`config.mk`:
```
export PLATFORM = sky130hd
export DESIGN_NAME = ps2_rx_fifo
export DESIGN_NICKNAME = d
export VERILOG_FILES = /design/src/rtl/ps2_pkg.sv /design/src/rtl/ps2_sync_fifo.sv /design/src/rtl/ps2_rx_fifo.sv
export SDC_FILE = /design/constraint.sdc
export NUM_CORES = 1
export LEC_CHECK = 0
export BUFFER_PORTS_ARGS = -buffer_cell sky130_fd_sc_hd__buf_4
export CORE_MARGIN = 2
export CORE_UTILIZATION = 40
export CTS_BUF_LIST = sky130_fd_sc_hd__clkbuf_2 sky130_fd_sc_hd__clkbuf_4 sky130_fd_sc_hd__clkbuf_8
export CTS_CLUSTER_SIZE = 25
export DETAILED_ROUTE_END_ITERATION = 8
export GPL_ROUTABILITY_DRIVEN = 0
export PLACE_DENSITY = 0.61
export SETUP_SLACK_MARGIN = 0.5
export SLEW_MARGIN = 25
export SYNTH_ARGS = -nofsm -noshare
export SYNTH_HDL_FRONTEND = slang
export SYNTH_SLANG_ARGS = --single-unit
```
`constraint.sdc`:
```
create_clock -name clk -period 4.66 [get_ports clk]
set_clock_uncertainty 0.05 [all_clocks]
set_input_delay 0 -clock clk [delete_from_list [all_inputs] [get_ports clk]]
set_output_delay 0 -clock clk [all_outputs]
set_load 0.02 [all_outputs]
```
`src/rtl/ps2_pkg.sv`:
```
// Shared PS/2 definitions: frame geometry, well-known scan codes and the
// frame integrity check used by the receiver.
package ps2_pkg;

   localparam int PS2_FRAME_BITS = 11;

   typedef logic [7:0] scan_code_t;

   localparam scan_code_t SC_BREAK = 8'hF0;
   localparam scan_code_t SC_EXT   = 8'hE0;

   // bits[0] = start, bits[8:1] = data (LSB first), bits[9] = parity.
   // A frame is good when start is low, stop is high and parity is odd.
   function automatic logic frame_ok(input logic [9:0] bits, input logic stop);
      return (bits[0] == 1'b0) && (stop == 1'b1) && ((^bits[9:1]) == 1'b1);
   endfunction

endpackage

```
`src/rtl/ps2_sync_fifo.sv`:
```
// Small synchronous FIFO for received scan codes. Pointers carry an extra
// wrap bit so full and empty can be told apart without a counter.
module ps2_sync_fifo
   import ps2_pkg::*;
#(
   parameter int DEPTH = 8
) (
   input  logic       clk,
   input  logic       rst,
   input  logic       push,
   input  logic       pop,
   input  logic [7:0] wdata,
   output logic [7:0] rdata,
   output logic       empty,
   output logic       full
);

   localparam int AW = $clog2(DEPTH);
   localparam logic [AW:0] PTR_ONE = {{AW{1'b0}}, 1'b1};

   logic [7:0]  mem [DEPTH];
   logic [AW:0] wptr;
   logic [AW:0] rptr;
   logic        do_push;
   logic        do_pop;

   assign empty   = (wptr == rptr);
   assign full    = (wptr[AW-1:0] == rptr[AW-1:0]) && (wptr[AW] != rptr[AW]);
   assign do_pop  = pop & ~empty;
   // A full FIFO still takes a byte when the head leaves in the same cycle.
   assign do_push = push & (~full | do_pop);
   assign rdata   = empty ? 8'h00 : mem[rptr[AW-1:0]];

   // Storage write; the array itself is never reset.
   always_ff @(posedge clk) begin
      if (do_push) begin
         mem[wptr[AW-1:0]] <= wdata;
      end
   end

   // Read/write pointer advance, wrapping modulo 2*DEPTH.
   always_ff @(posedge clk) begin
      if (!rst) begin
         wptr <= '0;
         rptr <= '0;
      end else begin
         if (do_push) begin
            wptr <= wptr + PTR_ONE;
         end
         if (do_pop) begin
            rptr <= rptr + PTR_ONE;
         end
      end
   end

endmodule

```
`src/rtl/ps2_rx_fifo.sv`:
```
// PS/2 keyboard receiver: synchronises the raw lines, deframes 11-bit frames,
// validates start/stop/parity and buffers good scan codes for the consumer.
module ps2_rx_fifo
   import ps2_pkg::*;
#(
   parameter int DEPTH       = 8,
   parameter int TIMEOUT_CYC = 50000
) (
   input  logic       clk,
   input  logic       rst,
   input  logic       ps2_clk,
   input  logic       ps2_data,
   input  logic       nextdata_n,
   output logic [7:0] data,
   output logic       ready,
   output logic       overflow,
   output logic       frame_err
);

   localparam int TW = $clog2(TIMEOUT_CYC + 1);
   localparam logic [3:0]    LAST_BIT    = 4'(PS2_FRAME_BITS - 1);
   localparam logic [TW-1:0] TIMEOUT_VAL = TW'(TIMEOUT_CYC);
   localparam logic [TW-1:0] TMO_ONE     = TW'(1);

   logic [2:0]    clk_sync;
   logic [1:0]    data_sync;
   logic          fall;
   logic [3:0]    bit_cnt;
   logic [9:0]    shift;
   logic [TW-1:0] tmo_cnt;
   logic          frame_done;
   logic          frame_valid;
   logic          push_req;
   logic          pop;
   logic          empty;
   logic          full;
   logic [7:0]    rdata;

   // clk_sync[0] is the newest sample, clk_sync[2] the oldest: a falling
   // edge is the older sample high while the newer one is already low.
   assign fall        = clk_sync[2] & ~clk_sync[1];
   assign frame_done  = fall & (bit_cnt == LAST_BIT);
   assign frame_valid = frame_ok(shift, data_sync[1]);
   assign push_req    = frame_done & frame_valid;
   assign pop         = ~nextdata_n & ~empty;
   assign ready       = ~empty;
   assign data        = rdata;

   // Synchronise the asynchronous PS/2 lines; idle level is high.
   always_ff @(posedge clk) begin
      if (!rst) begin
         clk_sync  <= 3'b111;
         data_sync <= 2'b11;
      end else begin
         clk_sync  <= {clk_sync[1:0], ps2_clk};
         data_sync <= {data_sync[0], ps2_data};
      end
   end

   // Bit counter, shift register and inactivity timeout for the current frame.
   always_ff @(posedge clk) begin
      if (!rst) begin
         bit_cnt <= 4'd0;
         shift   <= 10'd0;
         tmo_cnt <= '0;
      end else if (fall) begin
         tmo_cnt <= '0;
         if (bit_cnt == LAST_BIT) begin
            bit_cnt <= 4'd0;
         end else begin
            bit_cnt <= bit_cnt + 4'd1;
            shift   <= {data_sync[1], shift[9:1]};
         end
      end else if (bit_cnt != 4'd0) begin
         if (tmo_cnt == TIMEOUT_VAL) begin
            bit_cnt <= 4'd0;
            shift   <= 10'd0;
            tmo_cnt <= '0;
         end else begin
            tmo_cnt <= tmo_cnt + TMO_ONE;
         end
      end else begin
         tmo_cnt <= '0;
      end
   end

   // Error pulse for a bad frame and sticky flag for a byte lost to a full FIFO.
   always_ff @(posedge clk) begin
      if (!rst) begin
         frame_err <= 1'b0;
         overflow  <= 1'b0;
      end else begin
         frame_err <= frame_done & ~frame_valid;
         if (push_req & full & ~pop) begin
            overflow <= 1'b1;
         end
      end
   end

   ps2_sync_fifo #(
      .DEPTH (DEPTH)
   ) u_fifo (
      .clk   (clk),
      .rst   (rst),
      .push  (push_req),
      .pop   (pop),
      .wdata (shift[8:1]),
      .rdata (rdata),
      .empty (empty),
      .full  (full)
   );

endmodule

```
==> flow_metrics.py <==
metrics = {
    "outcome": {
        "status": "finished clean",
    },
    "logic_synthesis": {
        "synth_nets": 357,
        "ys_warn_count": 0,
        "async_flop_share_pct": 0,
        "synth_area_leader_cell": "edfxtp_1",
        "synthCells": 345,
        "synth.distinct_cells": 41,
        "syn_avg_cell_area_um2": 13.3,
        "syn_area_um2": 4600,
        "synth_ff_type": "edfxtp_1",
        "ys_ff_latch": 112,
        "ys_seq_area_share_pct": 62.6,
        "yosysTopAreaCellShare_pct": 41.8,
        "yosys-top-cells-area": "edfxtp_1 (42%), dfxtp_1 (21%), mux4_2 (7.8%)",
        "synth_edf_count": 64,
    },
    "floorplanning": {
        "die_area_um2": 12400,
        "io_pins": 16,
        "start_util_pct": 40.6,
        "core-area_um2": 11300,
        "die_w_um": 111,
        "std_cell_rows": 39,
        "die_h_um": 111,
    },
    "clock_tree": {
        "clkTransAtPathRegs_ns": 0.10,
        "cts.repair.resized": 0,
        "hold_buffers": 6,
        "clock_path_buffers": 2,
        "postCtsSetupRepairBufs": 0,
        "cts_tree": "done",
        "cts-root-buf": "clkbuf_8",
        "clock_latency_ns": 0.37,
        "clock-sinks": 112,
        "numCtsBuffers": 9,
        "htree_levels": 3,
    },
    "setup_path": {
        "startpoint": "shift[4]",
        "end_kind": "flip-flop",
        "r2r_cells": 5,
        "rr_endpoint": "u_fifo.mem[1][6]",
        "start_kind": "flip-flop",
        "cp_data_required_time_ns": 4.62,
        "crit_arrival_ns": 2.84,
        "cp_max_fo": 11,
        "regToRegSetupSlack_ns": 1.79,
        "reg2reg_from": "shift[4]",
        "path_class": "reg -> reg",
        "endpoint": "u_fifo.mem[1][6]",
    },
    "global_routing": {
        "grt_pass1_wl_um": 14000,
        "antenna_found_initial": 0,
        "grt_use_total_pct": 14.4,
        "grt_max_degree": 22,
        "grt_pass1_vias": 2706,
        "grt-ovfl-total": 0,
    },
    "route": {
        "drt_first_pass_iters": 5,
        "drc": 0,
        "vias": 2681,
        "detail_route.wl_per_cell_um": 15.8,
        "route.final.wire_length_um": 8220,
        "drt_iter0_markers": 183,
        "final_antenna_net_count": 0,
        "via_per_inst": 5.16,
    },
    "pwr": {
        "powerDensity_nw_per_um2": 309,
        "p_leak_nw": 1.70,
        "vdd_drop_max_v": 0.000180,
    },
    "timing": {
        "rsz0062_at_grt": "no",
        "max_freq_mhz": 348,
        "finalMaxSlewViolations": 0,
        "hold_viol": 0,
        "finalSetupTns_ns": 0,
        "tightestPinTransition_ns": 0.988,
        "setup_viol": 0,
        "layout_min_cycle_time_ns": 2.87,
        "fin_crit_sh_pct": 61.7,
        "slew_headroom_pct": 33.9,
    },
    "flow_run": {
        "drv_cap": 0,
    },
    "cells_and_area": {
        "layout-drive-gt1-share_pct": 17.0,
        "fin_area_um2": 5180,
        "fin_nets": 384,
        "utilization_pct": 45.8,
        "n_antenna_cell": 0,
        "syn2layout_area_growth_pct": 12.6,
    },
    "place": {
        "hpwl_um": 5350,
        "portBuffers": 15,
        "placed_cell_area_um2": 4930,
    },
    "worst_hold_path": {
        "holdCritPathClass": "reg -> reg",
        "holdPathStages": 1,
        "min_from": "clk_sync[0]",
    },
}
[sequential cells by signal (all words and copies together) (netlist names), 2 cells and up, named ones only]
| signal | flops |
|---|---|
| u_fifo.mem | 64 |
| tmo_cnt | 16 |
| shift | 10 |
| bit_cnt | 4 |
| u_fifo.rptr | 4 |
| u_fifo.wptr | 4 |
| clk_sync | 3 |
| data_sync | 2 |
[worst max-delay path, cell delays in order (launching register included)]
cell and delay, ns:
dfxtp_1 0.54, xnor2_1 0.17, xnor3_1 0.47, xnor2_1 0.35, nand3_1 0.32, nor4b_4 0.61
[cell usage in the layout, fill, tap and decap left out, types with 6 or more instances in the layout]
| master | instances |
|---|---|
| xor2_1 | 15 |
| mux4_2 | 16 |
| xnor2_1 | 12 |
| nand2b_1 | 8 |
| nor2_1 | 48 |
| nand3_1 | 13 |
| dlygate4sd3_1 | 6 |
| clkbuf_8 | 9 |
| edfxtp_1 | 64 |
| inv_1 | 10 |
| ha_1 | 7 |
| a21oi_1 | 7 |
| nor3_1 | 8 |
| a22oi_1 | 11 |
| mux2i_1 | 11 |
| nand2_1 | 13 |
| dfxtp_1 | 47 |
| buf_4 | 24 |
[cell families after synthesis]
| group | share of synthesized area (%) |
|---|---|
| and+or+nand+nor | 13.2 |
| DFF | 62.6 |
| xor gates and xnor gates | 5.98 |
| AOI/OAI and AO/OA | 3.97 |
| muxes | 10.2 |
| buffers and inverters | 2.09 |
| adders and majority gates | 1.90 |
[power breakdown]
group / total, W / internal (W) / switching (W)
clock network: 0.000531 / 0.000208 / 0.000323
registers: 0.00104 / 0.00104 / 0.00000265
logic: 0.0000300 / 0.0000119 / 0.0000181
total: 0.00160 / 0.00126 / 0.000344
[cell type report]
class                           count  area [um^2]
Clock inverter                      6         52.6
Sequential cell                   112         2880
Clock buffer                       10          131
Tap cell                          143          179
Inverter                           10         37.5
Timing Repair Buffer               30          240
Fill cell                        1025         6140
Multi-Input combinational cell    209         1660
[through the flow]
stage / instances / total power, W / worst slack, ns / hold WS, ns
CTS: 520 / 0.00162 / 1.56 / 0.367
detailed placement: 498 / 0.00109 / 1.59 / 0.136
floorplan: 345 / 0.00108 / 1.70 / 0.0515
finish: 520 / 0.00160 / 1.79 / 0.365
global route: 520 / 0.00166 / 1.49 / 0.376
global placement: 498 / 0.00109 / 1.60 / 0.135
[cell usage after synthesis, types with 5 or more instances]
cell type / instances
mux2i_1: 11
clkbuf_1: 7
ha_1: 7
a21oi_1: 7
mux4_2: 16
xor2_1: 15
inv_1: 10
nand3_1: 13
xnor2_1: 12
nor3_1: 8
nor4_1: 6
nand2b_1: 8
nand2_1: 13
buf_2: 5
edfxtp_1: 64
dfxtp_1: 48
nor2_1: 48
a22oi_1: 11
[worst min-delay path by stage]
stage	to	slack (ns)
finish	clk_sync[1]	0.36
global route	clk_sync[1]	0.38
CTS	clk_sync[1]	0.37
detailed placement	data_sync[0]	0.14
global placement	data_sync[0]	0.13
floorplan	clk_sync[0]	0.05
[routing by layer]
layer	wire length (um)	part of all wire (%)	GRT usage (%)	vias to the layer above
met5	0	0	0	-
met4	85	1.0	3.54	0
met3	368	4.5	3.50	10
met2	3950	48	24.1	60
met1	3810	46	19.1	1290
li1	-	-	-	1321
No activity file was read; power rests on OpenSTA's default activity.
